[src/rtl/scan_mux_pkg.sv]
// rtl/scan_mux_pkg.sv - shared state encoding and default sizing for scan_mux
package scan_mux_pkg;

    typedef enum logic {
        MANUAL = 1'b0,
        AUTO   = 1'b1
    } scan_state_t;

    localparam int DEF_CHANNELS = 4;
    localparam int DEF_WIDTH    = 1;
    localparam int DEF_DWELL    = 4;

endpackage

[src/rtl/scan_mux_next_ch.sv]
// rtl/scan_mux_next_ch.sv - next-channel finder for the auto scan (SCAN_MUX_MASK_EN selects masked search)
module scan_mux_next_ch
    import scan_mux_pkg::*;
#(
    parameter int CHANNELS = DEF_CHANNELS,
    parameter int SEL_W    = $clog2(CHANNELS)
) (
    input  logic [SEL_W-1:0]    ptr,
    input  logic [CHANNELS-1:0] mask,
    output logic [SEL_W-1:0]    next_ptr,
    output logic                wrapped
);

`ifdef SCAN_MUX_MASK_EN
    // Pick the lowest enabled channel above ptr; failing that, the lowest
    // enabled channel at or below ptr, which is a wraparound. No enabled
    // channel at all leaves ptr where it is.
    always_comb begin
        int  base;
        int  hi;
        int  lo;
        logic hi_found;
        logic lo_found;
        next_ptr = ptr;
        wrapped  = 1'b0;
        hi       = 0;
        lo       = 0;
        hi_found = 1'b0;
        lo_found = 1'b0;
        // An illegal ptr (only reachable from manual mode) behaves like the last channel.
        base = (int'(ptr) >= CHANNELS) ? CHANNELS - 1 : int'(ptr);
        for (int k = CHANNELS - 1; k >= 0; k--) begin
            if (|(mask & (CHANNELS'(1) << k))) begin
                if (k > base) begin
                    hi_found = 1'b1;
                    hi       = k;
                end else begin
                    lo_found = 1'b1;
                    lo       = k;
                end
            end
        end
        if (hi_found) begin
            next_ptr = SEL_W'(hi);
        end else if (lo_found) begin
            next_ptr = SEL_W'(lo);
            wrapped  = (lo < base);
        end
    end
`else
    logic unused_mask;
    assign unused_mask = ^mask;

    // Plain increment modulo CHANNELS; an illegal ptr also returns to channel 0.
    always_comb begin
        next_ptr = ptr + SEL_W'(1);
        wrapped  = 1'b0;
        if (int'(ptr) >= CHANNELS - 1) begin
            next_ptr = '0;
            wrapped  = 1'b1;
        end
    end
`endif

endmodule

[src/rtl/scan_mux.sv]
// rtl/scan_mux.sv - registered N:1 mux with manual select or round-robin auto scan (option: SCAN_MUX_MASK_EN)
module scan_mux
    import scan_mux_pkg::*;
#(
    parameter int CHANNELS = DEF_CHANNELS,
    parameter int WIDTH    = DEF_WIDTH,
    parameter int DWELL    = DEF_DWELL,
    parameter int SEL_W    = $clog2(CHANNELS)
) (
    input  logic                      clk,
    input  logic                      rst,
    input  logic [CHANNELS*WIDTH-1:0] data_in,
    input  logic [SEL_W-1:0]          sel,
    input  logic                      auto,
    input  logic                      hold,
    input  logic [CHANNELS-1:0]       mask,
    output logic [WIDTH-1:0]          data_out,
    output logic [SEL_W-1:0]          sel_out,
    output logic                      valid,
    output logic                      wrap
);

    localparam int              CNT_W    = (DWELL > 1) ? $clog2(DWELL) : 1;
    localparam logic [CNT_W-1:0] CNT_LAST = CNT_W'(DWELL - 1);

    scan_state_t      state;
    logic [SEL_W-1:0] ptr;
    logic [CNT_W-1:0] cnt;
    logic [SEL_W-1:0] next_ptr;
    logic             next_wrap;
    logic [WIDTH-1:0] word;
    logic             enabled;
    logic             ok;

    scan_mux_next_ch #(
        .CHANNELS (CHANNELS),
        .SEL_W    (SEL_W)
    ) u_next_ch (
        .ptr      (ptr),
        .mask     (mask),
        .next_ptr (next_ptr),
        .wrapped  (next_wrap)
    );

    // Channel word addressed by ptr; zero when ptr is past the last channel.
    always_comb begin
        word = '0;
        for (int k = 0; k < CHANNELS; k++) begin
            if (int'(ptr) == k) begin
                word = WIDTH'(data_in >> (k * WIDTH));
            end
        end
    end

`ifdef SCAN_MUX_MASK_EN
    assign enabled = |(mask & (CHANNELS'(1) << ptr));
`else
    assign enabled = 1'b1;
`endif

    assign ok = (int'(ptr) < CHANNELS) && enabled;

    // Mode FSM, pointer/dwell state and the registered output stage.
    always_ff @(posedge clk or posedge rst) begin
        if (rst) begin
            state    <= MANUAL;
            ptr      <= '0;
            cnt      <= '0;
            data_out <= '0;
            sel_out  <= '0;
            valid    <= 1'b0;
            wrap     <= 1'b0;
        end else begin
            state <= auto ? AUTO : MANUAL;
            wrap  <= 1'b0;
            if (!hold) begin
                if (state == MANUAL || !auto) begin
                    // Manual tracking, and the first cycle back from auto, load sel.
                    ptr <= sel;
                    cnt <= '0;
                end else if (cnt == CNT_LAST) begin
                    cnt  <= '0;
                    ptr  <= next_ptr;
                    wrap <= next_wrap;
                end else begin
                    cnt <= cnt + CNT_W'(1);
                end
            end
            data_out <= ok ? word : '0;
            sel_out  <= ptr;
            valid    <= ok;
        end
    end

endmodule
[config.mk]
export PLATFORM = sky130hd
export DESIGN_NAME = scan_mux
export DESIGN_NICKNAME = d
export VERILOG_FILES = /design/src/rtl/scan_mux_pkg.sv /design/src/rtl/scan_mux_next_ch.sv /design/src/rtl/scan_mux.sv
export SDC_FILE = /design/constraint.sdc
export NUM_CORES = 1
export LEC_CHECK = 0
export CAP_MARGIN = 20
export CORE_AREA = 10 10 51 53
export CTS_CLUSTER_DIAMETER = 150
export DETAILED_ROUTE_END_ITERATION = 16
export DIE_AREA = 0 0 61 63
export PLACE_DENSITY = 0.66
export SLEW_MARGIN = 20
export SYNTH_ARGS = -nofsm -noshare
export SYNTH_HDL_FRONTEND = slang
export SYNTH_SLANG_ARGS = --single-unit
export TNS_END_PERCENT = 1
[constraint.sdc]
create_clock -name clk -period 1.2 [get_ports clk]
set_input_delay 0.12 -clock clk [delete_from_list [all_inputs] [get_ports clk]]
set_output_delay 0.12 -clock clk [all_outputs]
set_load 0.1 [all_outputs]
==> results_dict.tcl, run 1 <==
set metrics [dict create \
    port_buffers 14 \
    numCtsBuffers 3 \
    place_area_um2 727 \
    cpPeakStageDelay_ps 510 \
    grt_pass1_vias 415 \
    run_status "finished with violations" \
    fmax_mhz 801 \
    critPathRequiredTime_ps 1380 \
    crit_buf_inv 1 \
    layout-drive-gt1-share 0.382 \
    wl_um 1040 \
    avgSynthCellArea_um2 11.0 \
    gp_congestion 0.730 \
    die_h_um 63 \
    setup_ws_ps -48.5 \
    cts_buffer_depth 2 \
    cp_cell_sequence "buf_4 > or4_1 > o211ai_1" \
    synth_nets 62 \
    postCtsHoldBufs 0 \
    core-area_um2 1650 \
    grt_max_degree 11 \
    slew_violations 0 \
    fin_area_um2 796 \
    ys_warn_count 0 \
    critPathLaunchType "flip-flop" \
    worstSkewPairLatency_ps 260 \
    num_rows 15 \
    fillers 154 \
    insertedDiodeCount 0 \
    min_period_ps 1250 \
    grt_antenna_before_repair 0 \
    ys_types 17 \
    clkSlewWorstSetupHoldPaths_ps 60 \
    ys_ff_latch 10 \
    first_pass_iters 2 \
    ant_nets 0 \
    synthToLayoutAreaGrowth_pct 68.7 \
    grt.total_usage 0.0626 \
    min_path_type "in2async" \
    mostFrequentLayoutCells "10 x dfrtp_1, 9 x clkdlybuf4s50_1, 8 x buf_4, 5 x buf_12, 4 x nand2_1" \
    vdd_drop_max_v 0.000639 \
    drtIter0Drc 1 \
    finalClockSkew_ps 3.03 \
    fp.dieW_um 61 \
    grt_overflow_total 0 \
    vias_per_cell 4.53 \
    violations "setup timing" \
    layout_commonest_cell "dfrtp_1" \
    dp_cells 80 \
    postSynthCellCount 43 \
    wl_per_cell_um 12.2 \
    cp.arrival_ps 1430 \
    pin_count 19 \
    dieArea_um2 3840 \
    final_nets 88 \
    cts.sinks 10 \
    cp_top_family "simple AND/OR/NAND/NOR gates" \
    cp_slowest_cell "or4_1" \
    crit_fanout 4 \
    timing.final.setup_violations 1 \
    p_per_area_nw_per_um2 1330 \
    htreeDepth 1 \
    start_util 0.286 \
    ys_seq_area_frac 0.531 \
    tns_ps -48.5 \
    period_share 1.04 \
    route.detailed.drc 0 \
    dp_hpwl_um 833 \
    p_leak_uw 0.000367 \
    crit_type "reg2reg" \
    root_buffer "clkbuf_4" \
    cts_tree "done" \
    syn_area_um2 472 \
    rsz0062_at_grt "true" \
    max_cap_viol_count 0 \
    vias 385 \
    cp-end-kind "flip-flop" \
    fin_cells 85 \
    grt_first_pass_wirelength_um 1860 \
    final-hold-violation-count 0 \
]
## synth_stat cells (all sizes together)
cell | count | area [µm²]
a21o | 1 | 8.76
a21oi | 3 | 15.0
or4 | 1 | 7.51
nand3 | 2 | 10.0
and4 | 1 | 8.76
o211ai | 1 | 7.51
o21ai | 5 | 25.0
nor3b | 1 | 7.51
inv | 4 | 15.0
nand2 | 4 | 15.0
nor4 | 1 | 6.26
dfrtp | 10 | 250
conb | 1 | 3.75
buf | 1 | 11.3
ha | 5 | 62.6
and3b | 1 | 8.76
a22o | 1 | 8.76
## path summary, 6_finish.rpt
path	from	to	slack, ps	depth (start not counted)
setup / recovery	ptr[0]$_DFFE_PP0P_	ptr[0]$_DFFE_PP0P_	-50	3
hold / removal	rst	sel_out[1]$_DFF_PP0_	130	2
setup reg to reg	ptr[0]$_DFFE_PP0P_	ptr[0]$_DFFE_PP0P_	-50	3
hold reg to reg	cnt[1]$_DFFE_PP0N_	cnt[1]$_DFFE_PP0N_	530	2
max in group asynchronous	rst	state$_DFF_PP0_	800	2
min in group clk	sel[0]	ptr[0]$_DFFE_PP0P_	450	3
## power breakdown
group          internal (µW)  switching, µW
sequential               369           28.5
combinational            157            203
clock                    184            113
total                    710            345
## logic make-up (layout without fill, tap and decap cells)
logic type / count (synthesis) / in the layout / synth area share
fa+ha+maj: 5 / 5 / 0.133
flops: 10 / 10 / 0.531
buf+inv: 5 / 30 / 0.0557
compound gates: 11 / 11 / 0.138
simple gates: 11 / 11 / 0.135
other cells: 1 / 1 / 0.00795
## what timing repair did
action                                  CTS  global route
endpoints found under the hold margin     0             0
setup buffers                             1             0
pin swaps                                 1             1
gates cloned                              0             0
endpoints found under the setup margin    2             3
gates resized for setup                   4             5
## metrics by stage
stage,setup slack (ps),util,power (µW),hold slack (ps)
5_1_grt,-123,0.482,1120,149
3_5_place_dp,-84.9,0.440,744,422
6_report,-48.5,0.482,1050,131
4_1_cts,-58.7,0.468,1060,146
2_1_floorplan,-11.7,-,586,-39.8
3_3_place_gp,-71.6,0.440,738,419
## worst reg2reg max path: stages, from the launching register on
cell and delay (ps):
dfrtp_1 420, buf_4 150, or4_1 510, o211ai_1 90
## area by class of cell
| cell class | instances | area, µm² | area share |
|---|---|---|---|
| inverters | 4 | 15.0 | 0.0189 |
| repair buffers | 22 | 250 | 0.314 |
| multi-input cells | 28 | 223 | 0.280 |
| well taps | 17 | 21.3 | 0.0267 |
| clock buffers | 4 | 36.3 | 0.0456 |
| flip-flops and latches | 10 | 250 | 0.314 |
## sequential cells by signal, summed over array words and instances (netlist names)
signal / count
ptr: 2
cnt: 2
state: 1
data_out: 1
wrap: 1
valid: 1
sel_out: 2
## routing by layer
metal / share of wire / vias up / routed length, µm / GRT usage
met1: 0.43 / 174 / 441 / 0.0704
li1: - / 198 / - / -
met5: 0 / - / 0 / 0
met2: 0.47 / 13 / 486 / 0.0906
met3: 0.10 / 0 / 107 / 0.0528
met4: 0 / 0 / 0 / 0.00824
Power figures use the tool's default switching activity.
==> inputs of run 2 (changes only) <==
- CAP_MARGIN: 20 -> unset
- CORE_AREA: 10 10 51 53 -> 10 10 48 50
- DIE_AREA: 0 0 61 63 -> 0 0 58 60
- PLACE_DENSITY: 0.66 -> 0.72
- clock period: 1.2 -> 1.54 ns (I/O delays scaled with it)
==> results_dict.tcl, run 2 (same netlist as run 1, synthesis figures left out) <==
set metrics [dict create \
    min_path_type "in2async" \
    vias_per_cell 4.69 \
    grt_util_met3 0.0487 \
    regToRegSetupSlack_ps 210 \
    grt_use_met2 0.0844 \
    num_rows 14 \
    post-route-util 0.497 \
    pin_count 19 \
    core-area_um2 1440 \
    cp.arrival_ps 1520 \
    layout-drive-gt1-share 0.180 \
    critPathRequiredTime_ps 1730 \
    port_buffers 14 \
    min_period_ps 1330 \
    finalClockSkew_ps 4.63 \
    numCtsBuffers 3 \
    met1_usage 0.0604 \
    fp.dieW_um 58 \
    r2r-end "ptr[0]$_DFFE_PP0P_" \
    crit_end "ptr[0]$_DFFE_PP0P_" \
    root_buffer "clkbuf_4" \
    critPathLaunchType "flip-flop" \
    mostFrequentLayoutCells "10 x dfrtp_1, 9 x clkdlybuf4s50_1, 5 x o21ai_0, 5 x ha_1, 5 x buf_12" \
    grt_max_degree 11 \
    timing.final.setup_violations 0 \
    crit_fanout 6 \
    gp_congestion 0.766 \
    grt_pass1_vias 363 \
    cts_setup_buffers 0 \
    clkSlewWorstSetupHoldPaths_ps 70 \
    cts_tree "done" \
    cts.sinks 10 \
    p_leak_uw 0.000338 \
    drtIter0Drc 6 \
    rsz0062_at_grt "false" \
    vdd_drop_max_v 0.000662 \
    cts_buffer_depth 2 \
    period_share 0.865 \
    hold_ws_ps 161 \
    ant_nets 0 \
    htreeDepth 1 \
    insertedDiodeCount 0 \
    p_total_uw 786 \
    vias 361 \
    reg_top3 "cnt: 2 flops, ptr: 2 flops, sel_out: 2 flops" \
    fin_area_um2 714 \
    fmax_mhz 751 \
    grt_first_pass_wirelength_um 1520 \
    final_nets 81 \
    cts_resized 0 \
    grt_overflow_total 0 \
    final-hold-violation-count 0 \
    dieArea_um2 3480 \
    die_h_um 60 \
    grt.busiest_layer "met2" \
    cp-startpoint "ptr[0]$_DFFE_PP0P_" \
    layout_commonest_cell "dfrtp_1" \
    run_status "completed" \
    p_per_area_nw_per_um2 1100 \
    grt.total_usage 0.0579 \
    route.detailed.drc 0 \
    crit_type "reg2reg" \
    grt_antenna_before_repair 0 \
    first_pass_iters 4 \
    worstSkewPairLatency_ps 260 \
    dp_hpwl_um 754 \
    wl_um 920 \
    slew_violations 0 \
    start_util 0.328 \
    wl_per_cell_um 11.9 \
    reg2reg_from "ptr[0]$_DFFE_PP0P_" \
    r2r_cells 3 \
    tns_ps 0 \
    max_cap_viol_count 0 \
    synthToLayoutAreaGrowth_pct 51.5 \
    cp-end-kind "flip-flop" \
    place_area_um2 678 \
    postCtsHoldBufs 0 \
]
==> run 2: changes by cell type in the layout (fill, tap and decap cells not counted) <==
cell,previous run,this run
o21ai_0,3,5
a21oi_1,1,3
inv_2,2,0
a21oi_2,2,0
inv_1,2,4
buf_4,8,1
ha_4,1,0
ha_2,3,0
ha_1,1,5
o21ai_1,2,0
==> run 2: metrics by stage <==
stage                     setup WS (ps)  std cells
after floorplan                     291         43
after detailed placement            147         73
after CTS                           198         77
final                               208         77
after global placement              155         73
after global routing                109         77
==> run 2: power breakdown <==
part | switching [µW] | internal (µW)
registers | 24.1 | 287
clock network | 88.5 | 143
logic | 144 | 98.2
==> run 2: layout make-up <==
cell class	count	area [µm²]
inverter	4	15.0
fill	131	722
multi-input combinational	28	195
tap	16	20.0
clock buffer	4	36.3
timing repair buffer	15	198
sequential	10	250
==> run 2: how the worst min path moves through the flow <==
stage	from	to	slack, ps	cells after the start
floorplan	rst	cnt[0]$_DFFE_PP0N_	-6	1
global placement	ptr[1]$_DFFE_PP0P_	sel_out[1]$_DFF_PP0_	440	0
detailed placement	rst	sel_out[0]$_DFF_PP0_	450	2
CTS	rst	ptr[0]$_DFFE_PP0P_	170	2
global route	rst	ptr[0]$_DFFE_PP0P_	180	2
finish	rst	ptr[0]$_DFFE_PP0P_	160	2
==> run 2: worst max-delay path, stage by stage (launching register included) <==
cell	delay (ps)
dfrtp_1	440
ha_1	260
or4_1	470
o211ai_1	90
==> run 2: routing by layer <==
metal,routed length (µm),vias up
met1,401,163
met5,0,-
met4,0,0
met2,418,13
met3,99,0
li1,-,185
